--- config.mk ---
export PLATFORM = sky130hd
export DESIGN_NAME = instr_fetch_unit_flat
export DESIGN_NICKNAME = d
export VERILOG_FILES = /design/src/rtl/instr_fetch_unit_pkg.sv /design/src/rtl/instr_fetch_unit_if.sv /design/src/rtl/instr_fetch_unit_hold_buf.sv /design/src/rtl/instr_fetch_unit.sv /design/src/flat_wrapper.sv
export SDC_FILE = /design/constraint.sdc
export NUM_CORES = 1
export LEC_CHECK = 0
export ABC_AREA = 0
export CAP_MARGIN = 20
export CORE_ASPECT_RATIO = 0.9
export CORE_MARGIN = 2
export CORE_UTILIZATION = 45
export DETAILED_ROUTE_END_ITERATION = 6
export GPL_ROUTABILITY_DRIVEN = 0
export PLACE_DENSITY = 0.71
export SLEW_MARGIN = 20
export SYNTH_ARGS = -nofsm -noshare
export SYNTH_HDL_FRONTEND = slang
export SYNTH_SLANG_ARGS = --single-unit
--- constraint.sdc ---
create_clock -name clk -period 4.7 [get_ports clk]
set_input_delay 0.705 -clock clk [delete_from_list [all_inputs] [get_ports clk]]
set_output_delay 0.705 -clock clk [all_outputs]
set_load 0.02 [all_outputs]
--- src/rtl/instr_fetch_unit_pkg.sv ---
// Shared definitions for the instruction-fetch stage: bubble encoding, reset
// defaults, FSM state encoding and PC arithmetic helper.
package instr_fetch_unit_pkg;

    localparam logic [31:0] NOP_INSTR_DEF    = 32'hFC00_0000;
    localparam logic [31:0] RESET_VECTOR_DEF = 32'h0000_0000;
    localparam logic [31:0] ADDR_STEP_DEF    = 32'd1;

    typedef enum logic [1:0] {
        ST_BOOT = 2'd0,
        ST_RUN  = 2'd1,
        ST_HOLD = 2'd2
    } fetch_state_t;

    // PC advance, deliberately modulo 2^32 with no overflow indication
    function automatic logic [31:0] next_addr(input logic [31:0] addr, input logic [31:0] step);
        return addr + step;
    endfunction

endpackage

--- src/rtl/instr_fetch_unit_if.sv ---
// Instruction-memory read bus: strobe + address out, data back one cycle later.
interface instr_fetch_unit_if;

    logic        imem_rd_en;
    logic [31:0] imem_addr;
    logic [31:0] imem_rdata;

    modport master (
        output imem_rd_en,
        output imem_addr,
        input  imem_rdata
    );

    modport slave (
        input  imem_rd_en,
        input  imem_addr,
        output imem_rdata
    );

endinterface

--- src/rtl/instr_fetch_unit_hold_buf.sv ---
// Captures the in-flight word when IF/ID stalls and selects what is presented
// to IF/ID: live memory data, the held word, or a NOP bubble.
module instr_fetch_unit_hold_buf
    import instr_fetch_unit_pkg::*;
#(
    parameter logic [31:0] NOP_INSTR = NOP_INSTR_DEF,
    parameter logic [31:0] ADDR_STEP = ADDR_STEP_DEF
) (
    input  logic         clk,
    input  logic         rst,
    input  logic         capture,
    input  logic         squash,
    input  fetch_state_t state,
    input  logic [31:0]  rd_data,
    input  logic [31:0]  issued_addr,
    output logic [31:0]  instruction_out,
    output logic [31:0]  pc_out,
    output logic         fetch_valid
);

    logic [31:0] hold_instr_r;
    logic [31:0] hold_pc_r;

    // Hold registers: latch the word returning from memory on the first stall cycle
    always_ff @(posedge clk or posedge rst) begin
        if (rst) begin
            hold_instr_r <= 32'h0000_0000;
            hold_pc_r    <= 32'h0000_0000;
        end else if (capture) begin
            hold_instr_r <= rd_data;
            hold_pc_r    <= issued_addr;
        end else begin
            hold_instr_r <= hold_instr_r;
            hold_pc_r    <= hold_pc_r;
        end
    end

    // Output select; a redirect squashes whatever would otherwise be shown
    always_comb begin
        instruction_out = NOP_INSTR;
        pc_out          = 32'h0000_0000;
        fetch_valid     = 1'b0;
        if (squash) begin
            instruction_out = NOP_INSTR;
            pc_out          = 32'h0000_0000;
            fetch_valid     = 1'b0;
        end else begin
            case (state)
                ST_RUN: begin
                    instruction_out = rd_data;
                    pc_out          = next_addr(issued_addr, ADDR_STEP);
                    fetch_valid     = 1'b1;
                end
                ST_HOLD: begin
                    instruction_out = hold_instr_r;
                    pc_out          = next_addr(hold_pc_r, ADDR_STEP);
                    fetch_valid     = 1'b1;
                end
                default: begin
                    instruction_out = NOP_INSTR;
                    pc_out          = 32'h0000_0000;
                    fetch_valid     = 1'b0;
                end
            endcase
        end
    end

endmodule

--- src/rtl/instr_fetch_unit.sv ---
// Instruction-fetch stage: owns the PC, issues reads to 1-cycle synchronous imem,
// and feeds {instruction, PC} to IF/ID with zero-bubble stall restart.
module instr_fetch_unit
    import instr_fetch_unit_pkg::*;
#(
    parameter logic [31:0] RESET_VECTOR = RESET_VECTOR_DEF,
    parameter logic [31:0] ADDR_STEP    = ADDR_STEP_DEF,
    parameter logic [31:0] NOP_INSTR    = NOP_INSTR_DEF
) (
    input  logic                       clk,
    input  logic                       rst,
    input  logic                       data_hazard,
    input  logic                       PC_hazard,
    input  logic                       pop_haz,
    input  logic                       redirect_valid,
    input  logic [31:0]                redirect_pc,
    instr_fetch_unit_if.master         imem,
    output logic [31:0]                instruction_out,
    output logic [31:0]                PC_out,
    output logic                       fetch_valid
);

    fetch_state_t state_r;
    logic [31:0]  pc_r;
    logic [31:0]  issued_addr_r;
    logic         stall_s;
    logic         capture_s;
    logic         rd_en_s;
    logic [31:0]  addr_s;

    // Stall merge, read strobe and address; a redirect issues its target immediately
    always_comb begin
        stall_s   = data_hazard | PC_hazard | pop_haz;
        rd_en_s   = 1'b0;
        addr_s    = pc_r;
        capture_s = 1'b0;
        if (rst) begin
            rd_en_s = 1'b0;
        end else if (redirect_valid) begin
            rd_en_s = 1'b1;
            addr_s  = redirect_pc;
        end else begin
            rd_en_s   = !stall_s;
            capture_s = (state_r == ST_RUN) && stall_s;
        end
    end

    assign imem.imem_rd_en = rd_en_s;
    assign imem.imem_addr  = addr_s;

    // Fetch FSM and PC bookkeeping; redirect outranks every stall
    always_ff @(posedge clk or posedge rst) begin
        if (rst) begin
            state_r       <= ST_BOOT;
            pc_r          <= RESET_VECTOR;
            issued_addr_r <= 32'h0000_0000;
        end else if (redirect_valid) begin
            state_r       <= ST_RUN;
            issued_addr_r <= redirect_pc;
            pc_r          <= next_addr(redirect_pc, ADDR_STEP);
        end else begin
            case (state_r)
                ST_BOOT, ST_HOLD: begin
                    if (!stall_s) begin
                        state_r       <= ST_RUN;
                        issued_addr_r <= pc_r;
                        pc_r          <= next_addr(pc_r, ADDR_STEP);
                    end else begin
                        state_r <= state_r;
                    end
                end
                ST_RUN: begin
                    if (!stall_s) begin
                        issued_addr_r <= pc_r;
                        pc_r          <= next_addr(pc_r, ADDR_STEP);
                    end else begin
                        state_r <= ST_HOLD;
                    end
                end
                default: begin
                    state_r       <= ST_BOOT;
                    pc_r          <= RESET_VECTOR;
                    issued_addr_r <= 32'h0000_0000;
                end
            endcase
        end
    end

    instr_fetch_unit_hold_buf #(
        .NOP_INSTR (NOP_INSTR),
        .ADDR_STEP (ADDR_STEP)
    ) u_hold_buf (
        .clk             (clk),
        .rst             (rst),
        .capture         (capture_s),
        .squash          (redirect_valid),
        .state           (state_r),
        .rd_data         (imem.imem_rdata),
        .issued_addr     (issued_addr_r),
        .instruction_out (instruction_out),
        .pc_out          (PC_out),
        .fetch_valid     (fetch_valid)
    );

endmodule

--- src/flat_wrapper.sv ---
// flat-port wrapper written by rule: the top's interface ports become plain ports
module instr_fetch_unit_flat import instr_fetch_unit_pkg::*;
#(
    parameter logic [31:0] RESET_VECTOR = RESET_VECTOR_DEF,
    parameter logic [31:0] ADDR_STEP    = ADDR_STEP_DEF,
    parameter logic [31:0] NOP_INSTR    = NOP_INSTR_DEF
)
  (clk, rst, data_hazard, PC_hazard, pop_haz, redirect_valid, redirect_pc, instruction_out, PC_out, fetch_valid, imem_imem_rd_en, imem_imem_addr, imem_imem_rdata);
  instr_fetch_unit_if imem_i ();
  input  logic clk;
  input  logic rst;
  input  logic data_hazard;
  input  logic PC_hazard;
  input  logic pop_haz;
  input  logic redirect_valid;
  input  logic [31:0] redirect_pc;
  output logic [31:0] instruction_out;
  output logic [31:0] PC_out;
  output logic fetch_valid;
  output wire logic [$bits(imem_i.imem_rd_en)-1:0] imem_imem_rd_en;
  output wire logic [$bits(imem_i.imem_addr)-1:0] imem_imem_addr;
  input wire logic [$bits(imem_i.imem_rdata)-1:0] imem_imem_rdata;
  assign imem_imem_rd_en = imem_i.imem_rd_en;
  assign imem_imem_addr = imem_i.imem_addr;
  assign imem_i.imem_rdata = imem_imem_rdata;
  instr_fetch_unit #(.RESET_VECTOR(RESET_VECTOR), .ADDR_STEP(ADDR_STEP), .NOP_INSTR(NOP_INSTR)) u_core (.clk(clk), .rst(rst), .data_hazard(data_hazard), .PC_hazard(PC_hazard), .pop_haz(pop_haz), .redirect_valid(redirect_valid), .redirect_pc(redirect_pc), .imem(imem_i), .instruction_out(instruction_out), .PC_out(PC_out), .fetch_valid(fetch_valid));
endmodule
* Yosys cells after proc, flatten, opt, wreduce, memory -nomap -nowiden
Cells that the tools add are included.
** Word-level totals
- Register bits :: 130
- Bits of input ports :: 70
- Output and inout port bits :: 98
** Operators by class
- Add/sub/neg operators :: 4
- Equal/unequal tests :: 5
- Multiplexer cells :: 22
- Bitwise gates (word level) :: 2
- Reduce and logical (&&, ||, !) cells :: 7
** Operator list (count)
- $mux 32 :: 10
- $add 32x1->32 const B :: 4
- $pmux 32 s2 :: 2
- $mux 1 :: 6
- $mux 2 :: 3
- $ne 3x3->1 const B :: 2
- $pmux 2 s2 :: 1
- $reduce_or 2->1 :: 2
- $ne 3x2->1 const B :: 1
- $reduce_or 3->1 :: 1
- $eq 2x1->1 const B :: 1
- $eq 2x2->1 const B :: 1
- $logic_not 2->1 :: 1
- $or 1x1->1 :: 2
- $reduce_and 2->1 :: 1
- $logic_and 1x1->1 :: 1
- $logic_not 1->1 :: 1

* Longest topological paths before layout
Gate-level depths: netlist (run 1).
- Word-level depth :: 5
- Gate-level depth with buffers :: 14

* Cells and area by module
From an unflattened synthesis (run 1), not the netlist that was laid out.
** Second synthesis, totals
- Cell total of the unflattened synthesis :: 931
- Area, all modules :: 8757.1 um2
** Modules (own cells, without submodules)
- instr_fetch_unit :: instances 1, cells each 493, area each 4433.0 um2
- instr_fetch_unit_hold_buf :: instances 1, cells each 438, area each 4324.1 um2

* Worst setup path after synthesis (run 1)
OpenSTA, ideal clock, no wires.
- Path type :: flip-flop to output port
- Start point :: register u_core.state_r[0]
- End point :: output PC_out[28]
- Arrival :: 3517 ps
- Required time :: 3995 ps
- Setup slack :: 478 ps
- Stages on the path, launching flop included :: 14
- Cells stage by stage :: dfrtp_1 -> inv_1 -> ha_1 -> buf_2 -> buf_2 -> buf_2 -> buf_1 -> mux2_2 -> ha_1 -> inv_1 -> nor2_2 -> nand4_1 -> or4_1 -> a21oi_1
** Between the ends
- Cells in the longest elaborated chain, start to end :: 3
** Ends and longest elaborated chain
- start: declaration :: line instr_fetch_unit.sv:23 : fetch_state_t state_r;
- start signal: assignment :: line instr_fetch_unit.sv:69 : state_r <= state_r;
- $eq 2x2->1 / $eq 2x1->1 (equally long branches) :: line instr_fetch_unit_hold_buf.sv:48 : case (state)
- $pmux 32 s2 * :: line instr_fetch_unit_hold_buf.sv:48
- $mux 32 * :: line instr_fetch_unit_hold_buf.sv:43 : if (squash) begin
- end: declaration :: line flat_wrapper.sv:18 : output logic [31:0] PC_out;
Every way passes the cells marked *; elsewhere a longest branch is shown, timed or not.

* Worst setup path after layout (run 1)
- Start point :: register u_core.state_r[0]
- End point :: output PC_out[20]
Same word-level chain as after synthesis.

==> parameters.txt, run 1 <==
Parameter                              Value

Run status
  Result of the run    finished clean

Routing
  Routed wire length    24,830 um
  Count of unresolved DRC violations after routing    0
  Detail-routed via count per cell    6.030
  Routed wirelength normalized by instance count    18.93 um
  Via total after detailed routing    around 7,900
  Final antenna-violating net count    0
  Router iterations before antenna repair    7
  Iteration-0 DRC count of the detailed router    725

Timing
  Number of hold violations in the final report    0
  Setup tns final    0 ns
  Final count of negative-setup-slack endpoints    0
  Final-layout worst hold slack    0.4831 ns
  Relative slew slack    0.3688
  Unrepaired setup endpoints after global routing    no
  Number of pins with negative max-slew slack in the final report    0
  Maximum clock frequency    228.2 MHz
  Worst-case clock skew    0.008042 ns
  Fin crit period    around 4.4 ns
  Slew at the pin with the worst max-slew slack    0.9390 ns
  Period Utilization, post-route    0.9325

Critical path
  Crit path cell chain    inv_1 -> ha_4 -> buf_6 -> nand3_2 -> a222oi_1 -> buf_4 -> and3_1 -> a21oi_1 -> nor3b_1 -> clkdlybuf4s50_1
  Worst Path Buf+Inv    4
  Top fanout value on the critical path    25
  Family of cells with the greatest summed delay on the critical path    buffers and inverters
  Required time reported for the critical path endpoint    3.99 ns
  Endpoint kind of the worst setup timing path    output port
  Data arrival, critical path    3.68 ns
  Startpoint type of the worst setup path    flop
  WS Path Type    flop to output port
  Longest individual stage delay on the worst path    0.68 ns
  Highest-delay cell along the critical path    clkdlybuf4s50_1

Placed design
  Cells after DPL    ~1,300
  Total of buffers placed on input and output ports    167
  Post-detail-place hpwl    17,310 um

Synthesis
  Unique cell type count in the Yosys netlist    just under 60
  Number of flip-flops and latches in the synthesized netlist    130
  Synth async-reset ratio    1.000
  Average footprint of a synthesized cell    approximately 9.5 um^2
  Predominant post-synthesis flop cell    dfrtp_1
  EDFF count, synth    0
  Yosys warning count    0
  Summed instance area of the synthesized netlist    8599 um^2
  Net count after synthesis    ~990
  Cells after Synth    909
  Part of the Yosys area used for sequential elements    0.3783

Power
  Power Density    396.1 nW/um^2
  IR drop worst, VDD    0.2593 mV
  Lkg Pwr    4.233 nW

Clock tree
  Number of clock sinks seen by CTS    130
  Num CTS Buffers    17
  Clock tree from TritonCTS    done
  Root buf cell    clkbuf_16
  Clock-pin slew reported for the worst setup and hold paths after clock tree synthesis    0.06 ns
  CTS max path bufs    2
  Clock latency at the later pin of the worst-skew pair    0.43 ns
  Number of setup buffers added after CTS    0
  H-tree depth    4
  Post-CTS Hold Buffers    0
  Post-cts gate resize count    0

Floorplan
  Std cell rows    47
  Die X    between 100 and 150 um
  Top-level port count    168
  Die span in y    135.1 um
  Full die area    20,230 um^2
  Initial Util    0.4628
  Core footprint    18,580 um^2

Cells and area
  Most common cell after layout, fill and taps aside    clkdlybuf4s50_1
  Commonest cells after routing, fill and taps aside    167 x clkdlybuf4s50_1, 130 x dfrtp_1, 81 x mux2_2, 68 x nand2_1, 68 x nor2_1
  Total Nets Final    roughly 1,100
  Fraction of final layout cells with drive strength greater than 1    0.1396
  Layout-stage area growth over the synthesis result    29.54%
  Post-route insts no fill    1,312
  Fill count    ~1,600
  Antenna fix cells    0

Global route
  Total Routing Usage GR    0.2498
  Number of antenna violations at the first check in global routing    0
  GRT overflow    0
  Pin count of the biggest net entering global routing    65
  Global-route wire length before repair    40,360 um
  Vias in the first global route    7,385

Worst hold path
  Hold Path Class    flop to flop

Run
  Max-cap violations    0
metrics by stage:
| stage | setup slack, ns | util | total power, mW | instance area [um^2] |
|---|---|---|---|---|
| finish | 0.3173 | 0.5994 | 4.412 | 11140 |
| global route | 0.04008 | 0.5994 | 4.642 | 11140 |
| CTS | 0.2133 | 0.5984 | 4.415 | 11120 |
| detailed placement | 0.6709 | 0.5675 | 3.121 | 10550 |
| global placement | 0.7595 | 0.5675 | 3.083 | 10550 |
| floorplan | 0.4775 | - | 2.546 | 8600 |
worst paths after layout:
| check | from | endpoint | slack [ns] | cells past startpoint |
|---|---|---|---|---|
| worst min register to register | u_core.u_hold_buf.hold_instr_r[3] | u_core.u_hold_buf.hold_instr_r[3] | 0.48 | 1 |
| worst min-delay path | u_core.u_hold_buf.hold_instr_r[3] | u_core.u_hold_buf.hold_instr_r[3] | 0.48 | 1 |
| min in group asynchronous | rst | u_core.pc_r[2] | 0.93 | 2 |
| worst max-delay path | u_core.state_r[0] | PC_out[20] | 0.32 | 10 |
| worst max register to register | u_core.pc_r[11] | u_core.pc_r[31] | 2.17 | 5 |
| max in group asynchronous | rst | u_core.u_hold_buf.hold_instr_r[2] | 2.92 | 3 |
registers in the layout, summed over array words and instances, names as in the netlist:
register / count
u_core.pc_r: 32
u_core.u_hold_buf.hold_pc_r: 32
u_core.issued_addr_r: 32
u_core.u_hold_buf.hold_instr_r: 32
u_core.state_r: 2
kinds of logic after synthesis:
logic type,after synthesis,synth area share
AND/OR/NAND/NOR,320,0.1921
AO/OA/AOI/OAI,161,0.1257
multiplexers,153,0.1938
flip-flops,130,0.3783
buffers and inverters,73,0.03332
XOR/XNOR,64,0.06518
adder cells (fa/ha/maj),8,0.01164
layout make-up:
cell class / count / area, um^2 / share of cell area
repair buffers: 187 / 1851 / 0.1661
multi-input cells: 706 / 5107 / 0.4585
flip-flops and latches: 130 / 3253 / 0.2920
well taps: 245 / 306.5 / 0.02752
clock inverters: 12 / 107.6 / 0.009660
inverters: 12 / 47.55 / 0.004268
clock buffers: 20 / 466.7 / 0.04190
synthesized netlist by cell type, types with 18 or more instances:
library cell | number | area share
nand4_1 | 39 | 0.028
o21ai_0 | 44 | 0.026
a22oi_1 | 34 | 0.030
mux2i_1 | 45 | 0.052
dfrtp_1 | 130 | 0.38
clkbuf_1 | 49 | 0.021
xnor2_1 | 39 | 0.040
nand3_1 | 45 | 0.026
nor2_1 | 69 | 0.030
mux2_2 | 81 | 0.11
xor2_1 | 25 | 0.025
nand2_1 | 69 | 0.030
mux2_1 | 27 | 0.035
and3_1 | 18 | 0.013
nor3_1 | 26 | 0.015
layer usage:
layer | track usage | routed length, um | up-vias
li1 | - | - | 3671
met1 | 0.3717 | 11560 | 3829
met2 | 0.3767 | 10950 | 391
met3 | 0.05455 | 2093 | 20
met4 | 0.04979 | 232 | 0
met5 | 0 | 0 | -
report_power, final:
part	total, mW	internal, mW	leakage (nW)	switching, mW
Sequential	1.73	1.43	1.59	0.295
Clock	1.29	0.769	0.278	0.525
Combinational	1.39	0.693	2.37	0.700
Total	4.41	2.89	4.23	1.52
Note: power is estimated with default switching activity, not from simulation.
==> run 2: changes to the inputs <==
--- a/config.mk
+++ b/config.mk
@@ -13,6 +13,7 @@
 export DETAILED_ROUTE_END_ITERATION = 6
 export GPL_ROUTABILITY_DRIVEN = 0
 export PLACE_DENSITY = 0.71
+export REMOVE_ABC_BUFFERS = 1
 export SLEW_MARGIN = 20
 export SYNTH_ARGS = -nofsm -noshare
 export SYNTH_HDL_FRONTEND = slang
==> constraint.sdc (replaced) <==
create_clock -name clk -period 5.66 [get_ports clk]
set_input_delay 0.849 -clock clk [delete_from_list [all_inputs] [get_ports clk]]
set_output_delay 0.849 -clock clk [all_outputs]
set_load 0.02 [all_outputs]
==> parameters.txt, run 2 (same netlist as run 1, synthesis figures left out) <==
Parameter                              Value

Run status
  Result of the run    finished clean

Routing
  Count of unresolved DRC violations after routing    0
  Routed wire length    between 20,000 and 25,000 um
  Iteration-0 DRC count of the detailed router    738
  Router iterations before antenna repair    5
  Detail-routed via count per cell    about 5.9
  Routed wirelength normalized by instance count    18.67 um
  Final antenna-violating net count    0
  Via total after detailed routing    between 7,000 and 8,000

Power
  IR drop worst, VDD    0.2542 mV
  Power Density    325.4 nW/um^2
  Lkg Pwr    about 4.2 nW

Clock tree
  CTS max path bufs    2
  Number of setup buffers added after CTS    0
  Num CTS Buffers    17
  H-tree depth    4
  Number of clock sinks seen by CTS    130
  Post-CTS Hold Buffers    0
  Root buf cell    clkbuf_16
  Clock-pin slew reported for the worst setup and hold paths after clock tree synthesis    0.05 ns
  Clock tree from TritonCTS    done
  Post-cts gate resize count    0
  Clock latency at the later pin of the worst-skew pair    0.42 ns

Global route
  GRT overflow    0
  Number of antenna violations at the first check in global routing    0
  Total Routing Usage GR    0.2414
  Global-route wire length before repair    38,830 um
  Pin count of the biggest net entering global routing    59
  Vias in the first global route    slightly above 7,000

Critical path
  Required time reported for the critical path endpoint    around 4.8 ns
  Top fanout value on the critical path    58
  Highest-delay cell along the critical path    or4_1
  Most prevalent standard cell on the critical path    inv_1
  Family of cells with the greatest summed delay on the critical path    simple AND/OR/NAND/NOR gates
  Data arrival, critical path    4.24 ns
  Endpoint kind of the worst setup timing path    output port
  Worst Path Buf+Inv    3
  Crit path cell chain    inv_1 -> ha_4 -> mux2_2 -> ha_1 -> inv_1 -> nor2_2 -> nand4_1 -> or4_1 -> a21oi_1 -> clkdlybuf4s50_1
  WS Path Type    flop to output port
  Startpoint type of the worst setup path    flop
  Longest individual stage delay on the worst path    0.64 ns

Timing
  Setup tns final    0 ns
  Relative slew slack    0.3804
  Number of pins with negative max-slew slack in the final report    0
  Slew at the pin with the worst max-slew slack    0.9294 ns
  Maximum clock frequency    196.3 MHz
  Final-layout worst hold slack    between 0.4 and 0.5 ns
  Worst-case clock skew    roughly 0.0067 ns
  Fin crit period    5.094 ns
  Number of hold violations in the final report    0
  Period Utilization, post-route    0.9000
  Final count of negative-setup-slack endpoints    0
  Unrepaired setup endpoints after global routing    no

Placed design
  Post-detail-place hpwl    16,990 um
  Total placed instance area    10,460 um^2
  Cells after DPL    1,272
  Total of buffers placed on input and output ports    167

Cells and area
  Layout-stage area growth over the synthesis result    28.08%
  Final design utilization    0.5927
  Commonest cells after routing, fill and taps aside    167 x clkdlybuf4s50_1, 130 x dfrtp_1, 81 x mux2_2, 68 x nand2_1, 68 x nor2_1
  Fill count    1,631
  Total Nets Final    ~1,100
  Antenna fix cells    0
  Post-route insts no fill    1,301
  Fraction of final layout cells with drive strength greater than 1    0.1269
  Most common cell after layout, fill and taps aside    clkdlybuf4s50_1
  Final instance area    about 11,000 um^2

Floorplan
  Top-level port count    168
  Die span in y    135.1 um
  Full die area    20,230 um^2
  Std cell rows    47
  Die X    149.7 um
  Initial Util    0.4628
  Core footprint    18,580 um^2

Run
  Max-cap violations    0

Worst hold path
  Hold Path Class    flop to flop
-- run 2: changes by cell type in the layout (fill, tap and decap cells not counted), sizes merged --
cell,before,now
buf,20,12
clkbuf,20,23
clkinv,8,5
clkinvlp,3,1
inv,12,11
-- run 2: where the power goes --
group / leakage (nW) / switching [mW] / total, mW / internal (mW)
combinational: 2.34 / 0.573 / 1.14 / 0.567
sequential: 1.59 / 0.241 / 1.43 / 1.19
clock: 0.265 / 0.388 / 1.02 / 0.627
-- run 2: through the flow --
step	power, mW	setup slack [ns]
finish	3.585	0.5661
global route	3.777	0.2442
CTS	3.593	0.5543
detailed placement	2.576	1.022
global placement	2.549	1.126
floorplan	2.101	-1.380
-- run 2: layer usage --
metal  vias to the layer above  GRT usage  share of wire  wire, um
li1                       3650          -              -         -
met1                      3718     0.3598           0.48     11670
met2                       285     0.3591           0.44     10700
met3                        20    0.05253          0.069      1668
met4                         0    0.05660          0.010       253
met5                         -          0              0         0
-- run 2: final timing paths --
kind,to,start,depth (start not counted),slack (ns)
worst max register to register,u_core.u_hold_buf.hold_instr_r[10],u_core.state_r[1],6,2.96
worst max-delay path,PC_out[28],u_core.state_r[0],10,0.57
max in group asynchronous,u_core.u_hold_buf.hold_pc_r[17],rst,3,3.59
worst min register to register,u_core.u_hold_buf.hold_instr_r[20],u_core.u_hold_buf.hold_instr_r[20],1,0.48
min in group asynchronous,u_core.issued_addr_r[0],rst,2,1.06
worst min-delay path,u_core.u_hold_buf.hold_instr_r[20],u_core.u_hold_buf.hold_instr_r[20],1,0.48
-- run 2: layout make-up --
cell class | instances | area, um^2 | area share
multi-input combinational | 706 | 5110 | 0.4639
timing repair buffer | 179 | 1762 | 0.1599
sequential | 130 | 3253 | 0.2954
tap | 245 | 306.5 | 0.02783
inverter | 12 | 47.55 | 0.004317
clock inverter | 6 | 57.56 | 0.005225
clock buffer | 23 | 478.0 | 0.04339
